[src/rtl/gpio_param_bank.sv]
// Parameter bank behind a toggle-handshake GPIO command port.
// Commands read/write per-slot parameters and read name/status words.
module gpio_param_bank #(
    parameter int GPIO_WIDTH = 32,
    parameter int PARAM_COUNT = 16,
    parameter logic [PARAM_COUNT-1:0] WRITE_MASK = {PARAM_COUNT{1'b1}},
    parameter logic [GPIO_WIDTH-1:0] RESET_VALUE = '0
) (
    input  logic                              CLK,
    input  logic                              RST,
    input  logic [GPIO_WIDTH-1:0]             GP_IN,
    input  logic [GPIO_WIDTH-1:0]             GP_DATA_IN,
    input  logic [3:0]                        SET,
    input  logic [PARAM_COUNT*GPIO_WIDTH-1:0] PARAMS_STATUS,
    input  logic [PARAM_COUNT*GPIO_WIDTH-1:0] PARAMS_NAME,
    output logic [GPIO_WIDTH-1:0]             GP_OUT,
    output logic                              GP_ACK,
    output logic                              GP_ERR,
    output logic [PARAM_COUNT*GPIO_WIDTH-1:0] PARAMS_OUT,
    output logic [PARAM_COUNT-1:0]            PARAM_UPDATE,
    output logic                              BUSY
);

    localparam int W = GPIO_WIDTH;
    localparam int N = PARAM_COUNT;

    localparam logic [1:0] OP_RD   = 2'b00;
    localparam logic [1:0] OP_NAME = 2'b01;
    localparam logic [1:0] OP_WR   = 2'b10;
    localparam logic [1:0] OP_STAT = 2'b11;

    typedef enum logic [1:0] {
        S_IDLE,
        S_CAPTURE,
        S_EXEC,
        S_ACK
    } state_e;

    state_e         state_q, state_d;
    logic [1:0]     sync_q, sync_d;
    logic           acc_q, acc_d;
    logic [1:0]     op_q, op_d;
    logic [3:0]     sel_q, sel_d;
    logic [3:0]     idx_q, idx_d;
    logic [W-1:0]   data_q, data_d;
    logic [W-1:0]   gp_out_q, gp_out_d;
    logic           ack_q, ack_d;
    logic           err_q, err_d;
    logic [N*W-1:0] params_q, params_d;
    logic [N-1:0]   upd_q, upd_d;

    logic [W-1:0]   slot_par, slot_name, slot_stat;
    logic           slot_wm;
    logic           match;
    logic           idx_ok;
    logic           unused_gp;

    // Payload bits between the set select and the index carry no meaning
    assign unused_gp = ^GP_IN[W-8:4];

    assign match  = (sel_q == SET);
    assign idx_ok = ({1'b0, idx_q} < 5'(N));

    always_comb begin
        slot_par  = '0;
        slot_name = '0;
        slot_stat = '0;
        slot_wm   = 1'b0;
        for (int i = 0; i < N; i++) begin
            if (idx_q == 4'(i)) begin
                slot_par  = params_q[i*W +: W];
                slot_name = PARAMS_NAME[i*W +: W];
                slot_stat = PARAMS_STATUS[i*W +: W];
                slot_wm   = WRITE_MASK[i];
            end
        end
    end

    always_comb begin
        state_d  = state_q;
        sync_d   = {sync_q[0], GP_IN[W-1]};
        acc_d    = acc_q;
        op_d     = op_q;
        sel_d    = sel_q;
        idx_d    = idx_q;
        data_d   = data_q;
        gp_out_d = gp_out_q;
        ack_d    = ack_q;
        err_d    = err_q;
        params_d = params_q;
        upd_d    = '0;
        unique case (state_q)
            S_IDLE: begin
                if (sync_q[1] != acc_q) begin
                    acc_d   = sync_q[1];
                    state_d = S_CAPTURE;
                end
            end
            S_CAPTURE: begin
                op_d    = GP_IN[W-2:W-3];
                sel_d   = GP_IN[W-4:W-7];
                idx_d   = GP_IN[3:0];
                data_d  = GP_DATA_IN;
                state_d = S_EXEC;
            end
            S_EXEC: begin
                state_d = S_ACK;
                if (match) begin
                    ack_d = ~ack_q;
                    if (!idx_ok || (op_q == OP_WR && !slot_wm)) begin
                        err_d = 1'b1;
                    end else begin
                        err_d = 1'b0;
                        unique case (op_q)
                            OP_RD:   gp_out_d = slot_par;
                            OP_NAME: gp_out_d = slot_name;
                            OP_STAT: gp_out_d = slot_stat;
                            OP_WR: begin
                                gp_out_d = data_q;
                                for (int i = 0; i < N; i++) begin
                                    if (idx_q == 4'(i)) begin
                                        params_d[i*W +: W] = data_q;
                                        upd_d[i] = 1'b1;
                                    end
                                end
                            end
                        endcase
                    end
                end
            end
            S_ACK: state_d = S_IDLE;
        endcase
    end

    always_ff @(posedge CLK or posedge RST) begin
        if (RST) begin
            state_q  <= S_IDLE;
            sync_q   <= '0;
            acc_q    <= 1'b0;
            op_q     <= '0;
            sel_q    <= '0;
            idx_q    <= '0;
            data_q   <= '0;
            gp_out_q <= '0;
            ack_q    <= 1'b0;
            err_q    <= 1'b0;
            params_q <= {N{RESET_VALUE}};
            upd_q    <= '0;
        end else begin
            state_q  <= state_d;
            sync_q   <= sync_d;
            acc_q    <= acc_d;
            op_q     <= op_d;
            sel_q    <= sel_d;
            idx_q    <= idx_d;
            data_q   <= data_d;
            gp_out_q <= gp_out_d;
            ack_q    <= ack_d;
            err_q    <= err_d;
            params_q <= params_d;
            upd_q    <= upd_d;
        end
    end

    assign GP_OUT       = gp_out_q;
    assign GP_ACK       = ack_q;
    assign GP_ERR       = err_q;
    assign PARAMS_OUT   = params_q;
    assign PARAM_UPDATE = upd_q;
    assign BUSY         = (state_q != S_IDLE);

endmodule
[config.mk]
export PLATFORM = sky130hd
export DESIGN_NAME = gpio_param_bank
export DESIGN_NICKNAME = d
export VERILOG_FILES = /design/src/rtl/gpio_param_bank.sv
export SDC_FILE = /design/constraint.sdc
export NUM_CORES = 2
export LEC_CHECK = 0
export CORE_AREA = 10 10 642 644
export CTS_BUF_LIST = sky130_fd_sc_hd__clkbuf_4 sky130_fd_sc_hd__clkbuf_8
export DETAILED_ROUTE_END_ITERATION = 7
export DIE_AREA = 0 0 652 654
export PLACE_DENSITY = 0.3
export SYNTH_ARGS = -nofsm -noshare
export SYNTH_HDL_FRONTEND = slang
export SYNTH_SLANG_ARGS = --single-unit
[constraint.sdc]
create_clock -name CLK -period 30.4 [get_ports CLK]
set_input_delay 6.08 -clock CLK [delete_from_list [all_inputs] [get_ports CLK]]
set_output_delay 6.08 -clock CLK [all_outputs]
set_load 0.05 [all_outputs]
== Word level (Yosys, flattened, before mapping) ==
Index checks and enable logic that the tools add are counted.
Cells by class
  reduce and logical (&&, ||, !) cells: 25
  bitwise operators: 2
  muxes and demuxes: 87
  eq/ne operators: 24
Operators by type and width (count)
  2-to-1 mux 32 bit: 48
  case mux 32 bit (4 select lines): 1
  AND reduction 5 bit: 16
  2-to-1 mux 16 bit: 4
  equality test 4 bit, second input constant: 8
  2-to-1 mux 1 bit: 32
  equality test 4 x 3 -> 1 bit, second input constant: 4
  equality test 2 bit, second input constant: 4
  equality test 4 x 2 -> 1 bit, second input constant: 2
  case mux 2 bit (4 select lines): 1
  equality test 2 x 1 -> 1 bit, second input constant: 2
  equality test 4 x 1 -> 1 bit, second input constant: 1
  equality test 4 bit: 1
  zero test 2 bit: 2
  zero test 4 bit: 1
  AND reduction 2 bit: 2
  AND reduction 3 bit: 1
  2-to-1 mux 2 bit: 1
  != test 2 bit, second input constant: 1
  NOT 1 bit: 2
  nonzero test 2 bit: 1
  logical AND 1 bit: 1
  zero test 1 bit: 1
  != test 1 bit: 1
Storage, ports and cells
  register bits: 609
  logic and storage cells: 165

== Depth between registers and ports, before layout ==
  depth after elaboration: 22
  gate-level depth with buffers: 12
  mapped depth without buffers: 8

== Worst setup path before layout ==
No wires, ideal clock.
  kind: input-to-reg
  from: input SET[3]
  to: register params_q[160], in the netlist PARAMS_OUT[160]
  arrival time: 7.777 ns
  buffers on the path: 3
  cell stages on the path: 9
  library setup time: 0.125 ns
  path slack: 22.498 ns
  cells stage by stage: xor2_1 > nor2_1 > and4_1 > buf_2 > nand2_1 > buf_4 > nor3_4 > buf_2 > mux2_2
On the way
  longest elaborated chain between the ends: 2
RTL lines
  start, declared: RTL line 13  | input logic [3:0] SET,
  equality test 4 bit: RTL line 61  | assign match = (sel_q == SET);
  AND reduction 5 bit (no source line)
  end signal, assigned: RTL line 147  | params_q <= {N{RESET_VALUE}};
  end signal, assigned: RTL line 160  | params_q <= params_d;
  end, declared: RTL line 49  | logic [N*W-1:0] params_q, params_d;
No other way between the ends.
A chain may end at the register's enable or synchronous reset.

==> results.toml <==
[outcome]
status = "finished clean"

[final_layout]
drive_above_1_share = 0.236
design_area_um2 = 64300
regArea_um2 = 15300
area_growth_syn_to_layout_pct = 71.2
multi_input_area_um2 = 20800
finalNonFillerCells = 10700
fin_nets = 6344
fillers = 44700

[hold_path]
min_to = "sync_q[1]"
hold_depth = 0
hold_class = "flip-flop to flip-flop"
min-delay-start = "sync_q[0]"

[sta]
slew_violations = 0
setup_tns_ns = 0
max_freq_ghz = 0.104
relSlewSlack = 0.0471
tightestPinTransition_ns = 1.40
rsz0062_at_grt = "false"
worst_slack_ns = 20.75
hold_viol_final = 0
finalSetupViolCount = 0
finalCriticalPeriod_ns = 9.65
min_period_over_period = 0.317
skew_ns = 0.134

[setup_path]
worstSetupStartpointType = "input port"
slowest_delay_ns = 0.84
critPathCaptureType = "asynchronous set/reset pin"
crit_required_ns = 31.28
cp_max_fo = 66
reg2regPathDepth = 10
crit_chain = "clkdlybuf4s50_1, inv_8, buf_4, buf_4, buf_4, buf_4"
crit_top_cell = "buf_4"
critPathArrivalTime_ns = 10.53
criticalPathCategory = "input port to asynchronous set/reset pin"
worstReg2RegStart = "idx_q[2]"
cp_slowest_cell = "buf_4"
reg2reg_to = "GP_OUT[11]"
r2r_slack_ns = 24.21

[place]
io_buffers = 1635
dp_cells = 10400
place_area_um2 = 61000
dp_hpwl_um = 422000
post-place-ws_ns = 19.68
place_congestion = 0.831

[synth]
ys_ff_latch = 609
synth_edf_count = 0
yosysSeqAreaShare = 0.406
synth-main-ff-cell = "dfrtp_1"
synth_area_per_cell_um2 = 10.5
netlist_area_um2 = 37600
synthArstFlopShare = 1.00
syn_inst = 3592
yosysWarningCount = 0
synth.distinct_cells = 103
syn_nets = 4689

[clock_tree]
cts_tree = "built"
clk_latency_ns = 1.00
post_cts_resized = 0
cts_max_path_buffers = 4
cts_hold_buf = 0
htreeDepth = 4
cts_buffers = 146
clock_sinks = 609
cts-root-buf = "clkbuf_8"
cts_setup_buffers = 0
path_clk_slew_ns = 0.06

[power_and_ir_drop]
p_seq_frac = 0.178
leakagePower_nw = 24.8
power_density_nw_per_um2 = 98.9
switching_share = 0.602
combinationalPowerShare = 0.646
power_frac_clock = 0.176
peakVddDrop_mv = 0.0539
switching_power_mw = 3.83
finalPower_mw = 6.36
internal-power_mw = 2.53

[grt]
grt_start_max_net_pins = 146
grt_util_all_layers = 0.241
antenna_found_initial = 238
grt_pass1_wl_um = 645000
grt_pass1_vias = 44600
grt_overflow_total = 0

[floorplan]
die_area_um2 = 426000
start_util = 0.0943
io_pins = 1657
fp.dieH_um = 654
core_region_area_um2 = 399000
die_width_um = 652
fp-row-count = 232

[detailed_routing]
wl_per_cell_um = 50.5
drtAntennaViolNets = 0
viasPerCell = 4.09
num_vias = 43700
dr.first_iter.drc_count = 4102
drtPass1Iterations = 5
route.detailed.drc = 0
drt_wl_total_um = 540000

[job]
maxCapViolations = 0
cell families (layout without fill, tap and decap cells):
kind of cell	after synthesis	in the layout	synth area share
and+or+nand+nor	590	590	0.0728
AOI/OAI and AO/OA	1164	1164	0.204
other	0	77	0
adders and majority gates	3	3	0.000999
DFF	609	609	0.406
buffers and inverters	400	2158	0.0575
muxes	820	820	0.257
xor gates and xnor gates	6	6	0.00140
cells in the final DEF (no fill, tap or decap), types with 43 or more instances in the layout:
cell type and count:
a21oi_1 268, a221oi_1 48, a22oi_1 61, buf_4 235, clkbuf_4 43, clkbuf_8 180
clkdlybuf4s50_1 1632, dfrtp_1 603, diode_2 77, mux2_2 580, mux2i_1 181, mux4_2 49
nand2_1 196, nor2_1 169, o21ai_0 266, o221ai_1 69, o22ai_1 118
per-layer routing:
layer,routed length [µm],global-route usage,up-vias
met5,464,0,-
met4,13400,0.0546,72
met3,37800,0.0590,551
met2,260000,0.412,2460
met1,228000,0.304,23400
li1,-,-,17200
registers in the layout (all words and copies together) (netlist names):
| name | cells |
|---|---|
| PARAMS_OUT | 512 |
| GP_OUT | 32 |
| data_q | 32 |
| PARAM_UPDATE | 16 |
| idx_q | 4 |
| sel_q | 4 |
| op_q | 2 |
| state_q | 2 |
| sync_q | 2 |
| GP_ACK | 1 |
| GP_ERR | 1 |
| acc_q | 1 |
how the worst max path moves through the flow:
stage	from	end	slack, ns	cells after the start
2_1_floorplan	RST	GP_ACK	7.27	1
3_3_place_gp	SET[3]	PARAMS_OUT[183]	19.66	10
4_1_cts	RST	PARAMS_OUT[299]	20.74	6
5_1_grt	RST	PARAMS_OUT[462]	20.37	6
6_report	RST	PARAMS_OUT[299]	20.75	6
3_5_place_dp	RST	PARAMS_OUT[12]	19.68	6
through the flow:
stage	utilization	hold WS, ns
finish	0.161	0.356
global route	0.161	0.362
global placement	0.153	0.344
detailed placement	0.153	0.343
floorplan	-	0.331
CTS	0.161	0.357
critical path, delay by kind of cell:
kind	cells	cell delay, ns
buffers and inverters	6	4.03
final cells by class:
cell class | count | area share
timing repair buffer | 1876 | 0.284
tap | 5265 | 0.102
inverter | 31 | 0.00228
clock buffer | 223 | 0.0435
multi-input combinational | 2583 | 0.323
clock inverter | 28 | 0.00455
sequential | 609 | 0.237
antenna | 77 | 0.00300
Yosys cell counts, drive strengths merged, types with 37 or more instances:
master	instances	area, µm²
mux2i	184	1840
o21ai	283	1420
a22oi	61	458
a211oi	38	285
o221ai	70	613
a21oi	270	1360
nand2	215	810
a221oi	52	480
clkbuf	128	544
nor2	196	776
nor3	37	206
dfrtp	609	15200
buf	240	1490
mux4	56	1290
o22ai	118	738
mux2	580	6530
power by group through the flow:
stage          combinational, mW  sequential, mW  clock, mW
4_1_cts                     4.24            1.14       1.16
5_1_grt                     4.22            1.15       1.18
2_1_floorplan               1.38            1.22          0
6_report                    4.11            1.14       1.12
3_5_place_dp                4.22            1.15          0
3_3_place_gp                4.23            1.15          0
Power figures use the tool's default switching activity.
